### config.mk
export PLATFORM = sky130hd
export DESIGN_NAME = change_dispenser
export DESIGN_NICKNAME = d
export VERILOG_FILES = /design/src/rtl/change_dispenser.sv
export SDC_FILE = /design/constraint.sdc
export NUM_CORES = 1
export LEC_CHECK = 0
export BUFFER_PORTS_ARGS = -buffer_cell sky130_fd_sc_hd__buf_2
export CORE_MARGIN = 1
export CORE_UTILIZATION = 50
export CTS_BUF_LIST = sky130_fd_sc_hd__clkbuf_4
export DETAILED_ROUTE_END_ITERATION = 12
export GPL_ROUTABILITY_DRIVEN = 0
export PLACE_DENSITY = 0.74
export SETUP_SLACK_MARGIN = 0.5
export SLEW_MARGIN = 40
export SYNTH_ARGS = -nofsm -noshare
export SYNTH_HDL_FRONTEND = slang
export SYNTH_SLANG_ARGS = --single-unit
### constraint.sdc
create_clock -name clk -period 6.3 [get_ports clk]
set_input_delay 0.315 -clock clk [delete_from_list [all_inputs] [get_ports clk]]
set_output_delay 0.315 -clock clk [all_outputs]
set_load 0.02 [all_outputs]
### src/rtl/change_dispenser.sv
// Coin hopper driver: splits a change amount greedily into 10/5/2/1 coins,
// pulses the hopper per coin, waits for the sense confirmation and tracks inventory.
module change_dispenser #(
    parameter int AMT_W        = 8,
    parameter int INV_W        = 6,
    parameter int INV_INIT     = 20,
    parameter int PULSE_CYCLES = 4,
    parameter int GAP_CYCLES   = 2,
    parameter int TIMEOUT      = 64
) (
    input  logic             clk,
    input  logic             rst,
    input  logic             req,
    input  logic [AMT_W-1:0] amount,
    input  logic             sense,
    input  logic             refill_en,
    input  logic [1:0]       refill_sel,
    input  logic [INV_W-1:0] refill_cnt,
    output logic [3:0]       eject,
    output logic             busy,
    output logic             done,
    output logic             short,
    output logic             jam,
    output logic [AMT_W-1:0] remaining,
    output logic [3:0]       empty
);

    localparam int MAX_PG  = (PULSE_CYCLES > GAP_CYCLES) ? PULSE_CYCLES : GAP_CYCLES;
    localparam int CNT_MAX = (TIMEOUT > MAX_PG) ? TIMEOUT : MAX_PG;
    localparam int CNT_W   = $clog2(CNT_MAX + 1);

    typedef enum logic [2:0] {
        S_IDLE   = 3'd0,
        S_SELECT = 3'd1,
        S_EJECT  = 3'd2,
        S_WAIT   = 3'd3,
        S_GAP    = 3'd4,
        S_FINISH = 3'd5
    } state_t;

    state_t             state_r, next_state_s;
    logic [CNT_W-1:0]   cnt_r, cnt_nx_s;
    logic [1:0]         sel_r, sel_nx_s, pick_s;
    logic               pick_ok_s;
    logic [INV_W-1:0]   inv_r [4];
    logic [INV_W-1:0]   inv_nx_s [4];
    logic [3:0]         empty_r, empty_nx_s;
    logic [3:0]         eject_r, eject_nx_s;
    logic               busy_r, busy_nx_s, done_r, done_nx_s;
    logic               short_r, short_nx_s, jam_r, jam_nx_s;
    logic [AMT_W-1:0]   remaining_r, remaining_nx_s;
    logic               sense_ok_s, timeout_s;

    // Index 0..3 maps to coin values 1, 2, 5, 10.
    function automatic logic [AMT_W-1:0] coin_val(input logic [1:0] idx);
        case (idx)
            2'd0:    coin_val = AMT_W'(4'd1);
            2'd1:    coin_val = AMT_W'(4'd2);
            2'd2:    coin_val = AMT_W'(4'd5);
            2'd3:    coin_val = AMT_W'(4'd10);
            default: coin_val = AMT_W'(4'd0);
        endcase
    endfunction

    function automatic logic [INV_W-1:0] sat_add(input logic [INV_W-1:0] a,
                                                 input logic [INV_W-1:0] b);
        logic [INV_W:0] sum;
        sum = {1'b0, a} + {1'b0, b};
        if (sum[INV_W]) sat_add = '1;
        else            sat_add = sum[INV_W-1:0];
    endfunction

    assign sense_ok_s = (state_r == S_WAIT) && sense;
    assign timeout_s  = (state_r == S_WAIT) && !sense && (cnt_r == CNT_W'(TIMEOUT - 1));

    // Greedy pick: the highest-indexed coin that fits and is in stock wins.
    always_comb begin
        pick_ok_s = 1'b0;
        pick_s    = 2'd0;
        for (int i = 0; i < 4; i++) begin
            if ((coin_val(2'(i)) <= remaining_r) && (inv_r[i] != '0)) begin
                pick_ok_s = 1'b1;
                pick_s    = 2'(i);
            end else begin
                pick_s    = pick_s;
            end
        end
    end

    // State register.
    always_ff @(posedge clk or posedge rst) begin
        if (rst) state_r <= S_IDLE;
        else     state_r <= next_state_s;
    end

    // Next-state logic.
    always_comb begin
        next_state_s = state_r;
        case (state_r)
            S_IDLE: begin
                if (req) next_state_s = S_SELECT;
                else     next_state_s = S_IDLE;
            end
            S_SELECT: begin
                if (remaining_r == '0) next_state_s = S_FINISH;
                else if (pick_ok_s)    next_state_s = S_EJECT;
                else                   next_state_s = S_FINISH;
            end
            S_EJECT: begin
                if (cnt_r == CNT_W'(PULSE_CYCLES - 1)) next_state_s = S_WAIT;
                else                                   next_state_s = S_EJECT;
            end
            S_WAIT: begin
                if (sense)          next_state_s = S_GAP;
                else if (timeout_s) next_state_s = S_FINISH;
                else                next_state_s = S_WAIT;
            end
            S_GAP: begin
                if (cnt_r == CNT_W'(GAP_CYCLES - 1)) next_state_s = S_SELECT;
                else                                 next_state_s = S_GAP;
            end
            S_FINISH: next_state_s = S_IDLE;
            default:  next_state_s = S_IDLE;
        endcase
    end

    // Output / datapath next values; outputs follow the state being entered.
    always_comb begin
        if (state_r == S_SELECT) sel_nx_s = pick_s;
        else                     sel_nx_s = sel_r;

        if (next_state_s == S_EJECT) eject_nx_s = 4'b0001 << sel_nx_s;
        else                         eject_nx_s = 4'b0000;

        busy_nx_s = (next_state_s != S_IDLE);
        done_nx_s = (next_state_s == S_FINISH);

        if ((next_state_s != state_r) || (state_r == S_IDLE)) cnt_nx_s = '0;
        else                                                  cnt_nx_s = cnt_r + CNT_W'(1);

        if ((state_r == S_IDLE) && req) remaining_nx_s = amount;
        else if (sense_ok_s)            remaining_nx_s = remaining_r - coin_val(sel_r);
        else                            remaining_nx_s = remaining_r;

        if ((state_r == S_IDLE) && req) short_nx_s = 1'b0;
        else if ((state_r == S_SELECT) && (remaining_r != '0) && !pick_ok_s) short_nx_s = 1'b1;
        else                            short_nx_s = short_r;

        if ((state_r == S_IDLE) && req) jam_nx_s = 1'b0;
        else if (timeout_s)             jam_nx_s = 1'b1;
        else                            jam_nx_s = jam_r;

        for (int i = 0; i < 4; i++) begin
            if ((state_r == S_IDLE) && refill_en && (refill_sel == 2'(i)))
                inv_nx_s[i] = sat_add(inv_r[i], refill_cnt);
            else if (sense_ok_s && (sel_r == 2'(i)))
                inv_nx_s[i] = inv_r[i] - INV_W'(1);
            else
                inv_nx_s[i] = inv_r[i];
            empty_nx_s[i] = (inv_nx_s[i] == '0);
        end
    end

    // Registered outputs, inventory and counters.
    always_ff @(posedge clk or posedge rst) begin
        if (rst) begin
            cnt_r       <= '0;
            sel_r       <= 2'd0;
            eject_r     <= 4'b0000;
            busy_r      <= 1'b0;
            done_r      <= 1'b0;
            short_r     <= 1'b0;
            jam_r       <= 1'b0;
            remaining_r <= '0;
            for (int i = 0; i < 4; i++) inv_r[i] <= INV_W'(INV_INIT);
            empty_r     <= {4{INV_INIT == 0}};
        end else begin
            cnt_r       <= cnt_nx_s;
            sel_r       <= sel_nx_s;
            eject_r     <= eject_nx_s;
            busy_r      <= busy_nx_s;
            done_r      <= done_nx_s;
            short_r     <= short_nx_s;
            jam_r       <= jam_nx_s;
            remaining_r <= remaining_nx_s;
            for (int i = 0; i < 4; i++) inv_r[i] <= inv_nx_s[i];
            empty_r     <= empty_nx_s;
        end
    end

    assign eject     = eject_r;
    assign busy      = busy_r;
    assign done      = done_r;
    assign short     = short_r;
    assign jam       = jam_r;
    assign remaining = remaining_r;
    assign empty     = empty_r;

endmodule

* Yosys cells after proc, flatten, opt, wreduce, memory -nomap -nowiden *
Index checks and enable logic that the tools add are counted.

operators by class
  $add $sub $neg = 10
  mux-type cells = 39
  reduce and logical (&&, ||, !) cells = 39
  $lt $le $gt $ge = 4
  equal/unequal tests = 16
  shift operators = 1

operator list
  operator             count
  $mux 6               12
  $mux 8               4
  $pmux 8 s4           1
  $add 6x6->7          4
  $logic_not 6->1      4
  $reduce_bool 6->1    4
  $sub 6x1->6 const B  4
  $logic_and 1x1->1    19
  $mux 3               5
  $pmux 3 s5           1
  $mux 1               11
  $eq 3x2->1 const B   3
  $eq 2x2->1 const B   4
  $le 1x8->1 const A   1
  $le 2x8->1 const A   1
  $le 3x8->1 const A   1
  $le 4x8->1 const A   1
  $logic_not 8->1      1
  $reduce_bool 8->1    1
  $sub 8x8->8          1
  $add 7x1->7 const B  1
  $eq 7x1->1 const B   1
  $eq 7x2->1 const B   1
  $eq 7x6->1 const B   1
  other kinds (14)     22

storage, ports and cells
  output and inout port bits = 20
  input bits = 21
  flip-flop bits (word level) = 56

* Longest topological paths before layout *
Gate-level depths: netlist of run 1.

  depth in word-level cells = 12
  gate-level depth with buffers = 9
  depth with buffers taken out = 9

* Least setup slack after synthesis of run 1 *
No wires, ideal clock.

  kind = reg2reg
  start = register remaining_r[4], in the netlist remaining[4]
  end = register busy_r, in the netlist busy
  library setup time = 0.150 ns
  path slack = 4.052 ns
  buffers on the path = 0
  cell stages (with the launch flop) = 6
  period minus slack after synthesis = 2.248 ns
  arrival = 2.097 ns
  cell sequence = dfrtp_1 -> or4_4 -> or4_4 -> a221oi_2 -> o21a_2 -> nand4_1

between the ends
  word-level cells in the longest chain between the ends = 10
  elaborated cells between the ends (all ways) = 17
  those cells by class = order compare: 4; mux: 7; reduce/logical: 6

ends and longest elaborated chain
  element                 RTL line  text
  from (decl)             51        logic [AMT_W-1:0] remaining_r, remaining_nx_s;
  from (signal assigned)  185       remaining_r <= remaining_nx_s;
  $le 1x8->1              81        if ((coin_val(2'(i)) <= remaining_r) && (inv_r[i] != '0)) begin
  $logic_and 1x1->1       81
  $mux 1 (4 in a row)     81
  $mux 3                  106       else if (pick_ok_s) next_state_s = S_EJECT;
  $mux 3 *                105       if (remaining_r == '0) next_state_s = S_FINISH;
  $pmux 3 s5 *            99        case (state_r)
  $reduce_bool 3->1 *     135       busy_nx_s = (next_state_s != S_IDLE);
  via busy_nx_s           49        logic busy_r, busy_nx_s, done_r, done_nx_s;
  to (signal assigned)    181       busy_r <= busy_nx_s;
  to (decl)               49

The timed path passes the listed nets; every way through them passes the cells marked *.
A chain may end at the register's enable or synchronous reset.

* Final worst setup path of run 1 *
  start = register state_r[2]
  end = register empty_r[1], in the netlist empty[1]

between the ends
  word-level cells in the longest chain between the ends = 6
  elaborated cells between the ends (all ways) = 9
  those cells by class = eq/ne: 1; mux: 2; reduce/logical: 6

ends and longest elaborated chain
  element                 RTL line  text
  from (decl)             41        state_t state_r, next_state_s;
  from (signal assigned)  93        else state_r <= next_state_s;
  $eq 3x2->1              73        assign sense_ok_s = (state_r == S_WAIT) && sense;
  $logic_and 1x1->1       73
  $logic_and 1x1->1       156       else if (sense_ok_s && (sel_r == 2'(i)))
  $mux 6                  156
  $mux 6 *                154       if ((state_r == S_IDLE) && refill_en && (refill_sel == 2'(i)))
  $logic_not 6->1 *       160       empty_nx_s[i] = (inv_nx_s[i] == '0);
  via empty_nx_s[1]       47        logic [3:0] empty_r, empty_nx_s;
  to (signal assigned)    176       empty_r <= {4{INV_INIT == 0}};
  to (signal assigned)    187       empty_r <= empty_nx_s;
  to (decl)               47

Marked as above.

==> impl_metrics.py, run 1 <==
metrics = {
    "status": {
        "outcome": "finished clean",
    },
    "layout": {
        "finish.instance_area_mm2": 0.00449,
        "ff_latch_area_mm2": 0.00141,
        "multiInputGateArea_mm2": 0.00256,
        "nFillCells": 744,
        "drive_above_1_share": 0.174,
        "num_antenna_cells": 0,
        "area_delta_synth_final_pct": 9.13,
        "finalNetCount": 541,
    },
    "sta": {
        "maxSlewViolCount": 0,
        "fmax_ghz": 0.373,
        "worst_pin_slew_ps": 721,
        "fin_skew_ps": 14.9,
        "min_period_ps": 2680,
        "worst_slack_ps": 3620,
        "fin_crit_sh": 0.425,
        "rsz0062_at_grt": "no",
        "whs_ps": 95.9,
        "finalSetupViolations": 0,
        "tns_ps": 0,
        "slew_headroom": 0.519,
        "hold_viol_final": 0,
    },
    "detailed_routing": {
        "antenna_left": 0,
        "route.final.wire_length_um": 9020,
        "wire_per_inst_um": 15.4,
        "drtPass1Iterations": 5,
        "drc": 0,
        "num_vias": 3371,
        "routed_via_density": 5.77,
        "drt_iter0_markers": 183,
    },
    "global_routing": {
        "grt_pass1_wl_um": 15200,
        "grt_max_degree": 57,
        "grt_pass1_vias": 3315,
        "grt_antenna_before_repair": 0,
        "grt_use_total": 0.223,
        "gr-total-overflow": 0,
    },
    "placement": {
        "pre_cts_ws_ps": 3710,
        "place_hpwl_um": 6980,
        "portBuffers": 40,
        "place_area_mm2": 0.00440,
    },
    "flow_run": {
        "drv_cap": 0,
    },
    "synth": {
        "ys_seq_area_frac": 0.343,
        "synth_edf_count": 0,
        "yosysMostFrequentCell": "dfrtp_1",
        "syn_inst": 443,
        "yosys_warnings": 0,
        "yosysTopAreaCell": "dfrtp_1",
        "synth.net_count": 503,
        "synth_cell_types": 71,
        "synth_top_area_frac": 0.292,
        "ys_seq_elements": 56,
        "syn_avg_cell_area_um2": 9.28,
        "synth_area_leaders": "dfrtp_1, ha_1, xnor2_1",
        "async_flop_share": 1.00,
        "synth_common_cells": "dfrtp_1, nand2_1, ha_1",
        "syn-cell-area_mm2": 0.00411,
        "synthFlopType": "dfrtp_1",
    },
    "power_and_ir_drop": {
        "power.switching_uw": 906,
        "power.share.combinational": 0.551,
        "p_per_area_mw_per_mm2": 439,
        "p_sw_frac": 0.460,
        "power_uw": 1970,
        "peakVddDrop_mv": 0.234,
        "p_leak_uw": 0.00192,
        "internal-power_uw": 1060,
        "seqPwrFrac": 0.346,
        "pwr-share-clk": 0.102,
    },
    "worst_setup_path": {
        "crit_arrival_ps": 2990,
        "worstPathMaxFanout": 15,
        "cp_slowest_cell": "nor3_1",
        "timing.critical_path.buf_inv": 0,
        "cp_slowest_stage_delay_ps": 670,
        "crit_path_end_kind": "flop",
        "crit_required_ps": 6610,
        "critPathLaunchType": "flop",
        "path_cells": "nand4b_1, nor3_1, xnor2_1, nand2_1, a221oi_2, nor4b_2",
        "worstSetupPathType": "flop to flop",
        "crit_family": "simple AND/OR/NAND/NOR gates",
    },
    "min_path": {
        "min_path_type": "input port to asynchronous set/reset pin",
    },
    "cts": {
        "cts_tree": "yes",
        "cts.clk_slew.worst_paths_ps": 170,
        "cts_max_level": 2,
        "cts-hold-fix-buffers": 0,
        "cts_setup_buffers": 0,
        "ctsLongestPathBuffers": 2,
        "insertion_delay_ps": 380,
        "cts.sinks": 56,
        "clockRootBuffer": "clkbuf_4",
        "cts_buffers": 5,
        "cts_resized": 0,
    },
    "die": {
        "io_pins": 41,
        "die_width_um": 92.7,
        "coreArea_mm2": 0.00785,
        "rows": 32,
        "die_height_um": 92.7,
        "dieArea_mm2": 0.00859,
        "initial_core_util": 0.524,
    },
}
==> power by group through the flow <==
stage	combinational, uW	clock, uW	sequential (uW)
floorplan	836	0	677
global placement	1050	0	685
detailed placement	1080	0	690
CTS	1090	213	681
global route	1220	226	709
finish	1090	201	682
==> flip-flops by register name, indices dropped and copies added (netlist names) <==
register   flops
empty          4
cnt_r          7
sel_r          2
inv_r         24
remaining      8
jam            1
short          1
done           1
busy           1
eject          4
state_r        3
==> per-layer routing <==
| metal | vias up | part of all wire | track usage |
|---|---|---|---|
| met4 | 0 | 0.012 | 0.0615 |
| met2 | 80 | 0.49 | 0.389 |
| met3 | 11 | 0.044 | 0.0320 |
| li1 | 1686 | - | - |
| met1 | 1594 | 0.45 | 0.289 |
| met5 | - | 0 | 0 |
==> worst paths after layout <==
kind	start	endpoint	slack [ps]	cells after the start
setup reg to reg	state_r[2]	empty[1]	3620	6
hold / removal	rst	empty[0]	100	3
min in group clk	amount[1]	remaining[1]	140	3
max in group asynchronous	rst	empty[3]	5710	3
setup / recovery	state_r[2]	empty[1]	3620	6
hold reg to reg	cnt_r[0]	cnt_r[0]	510	1
==> cell families (layout without fill, tap and decap cells) <==
group | count (synthesis) | count (layout) | share of synthesized area
buffers and inverters | 36 | 75 | 0.0347
muxes | 1 | 1 | 0.00243
xor gates and xnor gates | 44 | 44 | 0.0937
DFF | 56 | 56 | 0.343
and+or+nand+nor | 164 | 164 | 0.224
adders and majority gates | 39 | 39 | 0.128
AOI/OAI and AO/OA | 103 | 103 | 0.174
==> worst min-delay path, stage by stage <==
cell   delay [ps]
buf_2         100
inv_2          30
buf_4         550
==> layout make-up <==
type                    count  area share
inverters                  26      0.0217
repair buffers             41      0.0463
flip-flops and latches     56       0.314
clock inverters             3      0.0106
multi-input cells         351       0.570
well taps                 102      0.0284
clock buffers               5     0.00836
==> cell usage in the layout, fill, tap and decap left out, drive strengths merged, types with 11 or more instances in the layout <==
cell type,count
a21oi,20
a22oi,11
buf,41
dfrtp,48
ha,34
inv,26
nand2,37
nand3,16
nor2,34
nor3,20
o21ai,22
xnor2,27
xor2,17
==> through the flow <==
step | util | std cells
5_1_grt | 0.572 | 584
6_report | 0.572 | 584
2_1_floorplan | - | 443
4_1_cts | 0.572 | 584
3_3_place_gp | 0.561 | 576
3_5_place_dp | 0.561 | 576
(Power assumes the default switching activity.)
==> inputs of run 2 (changes only) <==
- clock period: 6.3 -> 2.7 ns (I/O delays scaled with it)
==> impl_metrics.py, run 2 (synthesis results as in run 1) <==
metrics = {
    "die": {
        "coreArea_mm2": 0.00785,
        "rows": 32,
        "io_pins": 41,
        "die_width_um": 92.7,
        "die_height_um": 92.7,
        "initial_core_util": 0.524,
        "dieArea_mm2": 0.00859,
    },
    "layout": {
        "area_delta_synth_final_pct": 26.3,
        "largest_register": "inv_r",
        "drive_above_1_share": 0.326,
        "largest_register_ff_count": 24,
        "finish.instance_area_mm2": 0.00519,
        "final_util": 0.662,
        "num_antenna_cells": 0,
        "most-common-layout-cells": "dfrtp_1, buf_2, buf_4",
        "nFillCells": 630,
        "finalNetCount": 590,
    },
    "global_routing": {
        "grt_pass1_vias": 3681,
        "grt_antenna_before_repair": 0,
        "grt_use_total": 0.250,
        "grt_pass1_wl_um": 17100,
        "gr-total-overflow": 0,
        "grt_max_degree": 34,
    },
    "flow_run": {
        "drv_cap": 0,
    },
    "detailed_routing": {
        "num_vias": 3667,
        "antenna_left": 0,
        "drtPass1Iterations": 4,
        "wire_per_inst_um": 16.8,
        "routed_via_density": 5.79,
        "drt_iter0_markers": 182,
        "route.final.wire_length_um": 10700,
        "drc": 0,
    },
    "min_path": {
        "min-delay-start": "sense",
        "whs_path_depth": 4,
        "hold_end": "jam",
        "min_path_type": "input port to flop",
    },
    "power_and_ir_drop": {
        "p_per_area_mw_per_mm2": 1020,
        "peakVddDrop_mv": 0.641,
        "seqPwrFrac": 0.296,
        "p_leak_uw": 0.00221,
        "power.share.combinational": 0.629,
        "power_uw": 5280,
        "power.switching_uw": 2470,
        "p_sw_frac": 0.467,
        "pwr-share-clk": 0.075,
        "internal-power_uw": 2820,
    },
    "cts": {
        "cts_buffers": 5,
        "ctsLongestPathBuffers": 2,
        "cts_max_level": 2,
        "cts.clk_slew.worst_paths_ps": 190,
        "cts.sinks": 56,
        "insertion_delay_ps": 410,
        "cts_tree": "yes",
        "clockRootBuffer": "clkbuf_4",
    },
    "worst_setup_path": {
        "worstPathMaxFanout": 5,
        "crit_required_ps": 3020,
        "worstSetupPathType": "flop to flop",
        "r2r_cells": 6,
        "worstReg2RegEnd": "empty[2]",
        "path_cells": "or4b_4, nor3b_4, nand3_2, o22a_1, or3_4, nor4_4",
        "cp_slowest_cell": "or4b_4",
        "crit_path_end_kind": "flop",
        "cp_slowest_stage_delay_ps": 600,
        "timing.critical_path.buf_inv": 0,
        "crit_family": "simple AND/OR/NAND/NOR gates",
        "critPathLaunchType": "flop",
        "crit_arrival_ps": 2620,
        "r2r-start": "state_r[2]",
        "reg2reg_slack_ps": 390,
    },
    "sta": {
        "fin_skew_ps": 27.0,
        "finalSetupViolations": 0,
        "fin_crit_sh": 0.854,
        "slew_headroom": 0.622,
        "tns_ps": 0,
        "fmax_ghz": 0.434,
        "maxSlewViolCount": 0,
        "whs_ps": 113,
        "min_period_ps": 2310,
        "rsz0062_at_grt": "yes",
        "worst_pin_slew_ps": 568,
        "hold_viol_final": 0,
    },
    "placement": {
        "portBuffers": 40,
        "place_hpwl_um": 7270,
        "place_area_mm2": 0.00444,
    },
    "status": {
        "outcome": "finished clean",
    },
}
run 2: routing by layer:
metal	track usage	vias to the layer above	part of all wire
met5	0	-	0
met4	0.0795	0	0.019
met3	0.0328	20	0.037
met2	0.434	82	0.50
met1	0.323	1781	0.44
li1	-	1784	-
run 2: what timing repair did:
item | 4_1_cts | 5_1_grt
hold buffers | 9 | 0
gates resized for setup | 19 | 49
endpoints found under the setup margin | 12 | 23
pin swaps | 6 | 17
setup buffers | 16 | 20
endpoints found under the hold margin | 26 | 0
run 2: layout make-up:
type	count	area, um2	share of cell area
clock buffer	5	37.5	0.00723
clock inverter	3	26.3	0.00506
inverter	26	97.6	0.0188
multi-input combinational	351	2860	0.550
sequential	56	1420	0.274
tap	102	128	0.0246
timing repair buffer	90	627	0.121
run 2: worst reg2reg max path: stages (launching register included):
cell     delay (ps)
dfrtp_2         470
or4b_4          600
nor3b_4         240
nand3_2         150
o22a_1          260
or3_4           380
nor4_4          130
run 2: metrics by stage:
| step | std cells | worst slack (ps) |
|---|---|---|
| after floorplan | 443 | 492 |
| after global placement | 580 | 395 |
| after detailed placement | 580 | 311 |
| after CTS | 613 | 438 |
| after global routing | 633 | 309 |
| final | 633 | 395 |
run 2: power groups by stage:
stage,logic [uW],registers [uW],clock network [uW]
CTS,2830,1540,406
floorplan,1950,1580,0
finish,3330,1560,396
global placement,2490,1600,0
detailed placement,2540,1620,0
global route,3660,1610,439
run 2: worst max-delay path by stage:
stage / start / to / slack, ps / depth (start not counted)
2_1_floorplan: remaining[7] / busy / 490 / 5
3_3_place_gp: state_r[1] / empty[2] / 390 / 6
3_5_place_dp: state_r[1] / empty[2] / 310 / 6
4_1_cts: state_r[2] / empty[2] / 440 / 6
5_1_grt: inv_r[6] / empty[2] / 310 / 9
6_report: state_r[2] / empty[2] / 390 / 6
==> inputs of run 3 (changes only) <==
==> constraint.sdc (replaced) <==
create_clock -name clk -period 2.7 [get_ports clk]
set_input_delay 0.405 -clock clk [delete_from_list [all_inputs] [get_ports clk]]
set_output_delay 0.405 -clock clk [all_outputs]
set_load 0.02 [all_outputs]
==> impl_metrics.py, run 3 (synthesis results as in run 1) <==
metrics = {
    "layout": {
        "finalNetCount": 588,
        "drive_above_1_share": 0.357,
        "area_delta_synth_final_pct": 26.1,
        "largest_register_ff_count": 24,
        "num_antenna_cells": 0,
        "final_common_cell": "buf_4",
        "most-common-layout-cells": "buf_4, buf_2, dfrtp_1",
        "finalNonFillerCells": 631,
        "nFillCells": 619,
        "largest_register": "inv_r",
    },
    "cts": {
        "cts_tree": "yes",
        "cts_max_level": 2,
        "ctsLongestPathBuffers": 2,
        "cts_buffers": 5,
        "clockRootBuffer": "clkbuf_4",
        "insertion_delay_ps": 410,
        "cts.clk_slew.worst_paths_ps": 180,
        "cts.sinks": 56,
    },
    "worst_setup_path": {
        "worstReg2RegEnd": "empty[2]",
        "critPathLaunchType": "flop",
        "worstPathMaxFanout": 5,
        "r2r-start": "state_r[1]",
        "crit_arrival_ps": 2610,
        "r2r_cells": 6,
        "crit_path_end_kind": "flop",
        "crit_required_ps": 3020,
        "reg2reg_slack_ps": 400,
        "worstSetupPathType": "flop to flop",
    },
    "power_and_ir_drop": {
        "peakVddDrop_mv": 0.534,
        "p_leak_uw": 0.00222,
        "p_per_area_mw_per_mm2": 1040,
    },
    "global_routing": {
        "gr-total-overflow": 0,
        "grt_max_degree": 27,
        "grt_pass1_vias": 3613,
        "grt_use_total": 0.249,
        "grt_pass1_wl_um": 16900,
        "grt_antenna_before_repair": 0,
    },
    "sta": {
        "fin_skew_ps": 20.3,
        "slew_headroom": 0.664,
        "hold_viol_final": 0,
        "fmax_ghz": 0.436,
        "fin_crit_sh": 0.850,
        "min_period_ps": 2300,
        "finalSetupViolations": 0,
        "tns_ps": 0,
        "maxSlewViolCount": 0,
        "worst_pin_slew_ps": 503,
        "rsz0062_at_grt": "yes",
    },
    "min_path": {
        "min-delay-start": "amount[6]",
        "min_path_type": "input port to flop",
        "whs_path_depth": 3,
        "hold_end": "remaining[6]",
    },
    "die": {
        "die_width_um": 92.7,
        "io_pins": 41,
        "coreArea_mm2": 0.00785,
        "rows": 32,
        "die_height_um": 92.7,
        "initial_core_util": 0.524,
        "dieArea_mm2": 0.00859,
    },
    "placement": {
        "place_hpwl_um": 7310,
        "dp_cells": 582,
        "portBuffers": 40,
    },
    "detailed_routing": {
        "drc": 0,
        "route.final.wire_length_um": 10600,
        "antenna_left": 0,
        "wire_per_inst_um": 16.7,
        "drtPass1Iterations": 4,
        "drt_iter0_markers": 175,
        "routed_via_density": 5.84,
        "num_vias": 3687,
    },
    "status": {
        "outcome": "finished clean",
    },
    "flow_run": {
        "drv_cap": 0,
    },
}
## run 3: worst max path at each step
stage	slack, ps	end	startpoint	cells after the start
after floorplan	490	busy	remaining[7]	5
after global placement	280	empty[2]	refill_cnt[1]	9
after detailed placement	210	empty[0]	refill_cnt[1]	9
after CTS	440	empty[2]	state_r[1]	6
after global routing	330	empty[2]	inv_r[6]	9
final	400	empty[2]	state_r[1]	6
## run 3: per-layer routing
layer	routed length (um)	track usage	vias to the layer above
li1	-	-	1780
met5	0	0	-
met1	4610	0.319	1796
met4	124	0.0692	0
met3	445	0.0411	15
met2	5370	0.434	96
## run 3: what timing repair did
item	4_1_cts	5_1_grt
gates resized for setup	31	49
hold buffers	1	0
setup buffers	21	19
hold endpoints to repair	12	0
setup endpoints to repair	15	16
pin swaps	6	22
## run 3: worst max-delay path: stages (launching register included)
cell	delay (ps)
dfrtp_2	490
or4b_4	590
nor3b_4	250
nand3_2	140
o22a_1	240
or3_4	380
nor4_4	130
## run 3: report_power, final
part,leakage [uW],switching (uW),internal (uW)
registers,0.000660,375,1180
clock network,0.0000381,320,116
logic,0.00152,1830,1570
total,0.00222,2520,2870
## run 3: area by class of cell
type | instances | area (um2) | area share
timing repair buffer | 88 | 583 | 0.112
clock buffer | 5 | 37.5 | 0.00724
multi-input combinational | 351 | 2890 | 0.557
clock inverter | 3 | 28.8 | 0.00555
tap | 102 | 128 | 0.0246
inverter | 26 | 97.6 | 0.0188
sequential | 56 | 1420 | 0.274
## run 3: stage by stage
| stage | hold WS (ps) | total power, uW | instance area, um2 | setup WS, ps | utilization |
|---|---|---|---|---|---|
| 2_1_floorplan | 453 | 3530 | 4120 | 492 | - |
| 3_3_place_gp | 421 | 4100 | 4450 | 277 | 0.567 |
| 3_5_place_dp | 415 | 4170 | 4450 | 210 | 0.567 |
| 4_1_cts | 196 | 4880 | 4790 | 440 | 0.611 |
| 5_1_grt | 174 | 5820 | 5190 | 326 | 0.661 |
| 6_report | 195 | 5390 | 5190 | 405 | 0.661 |
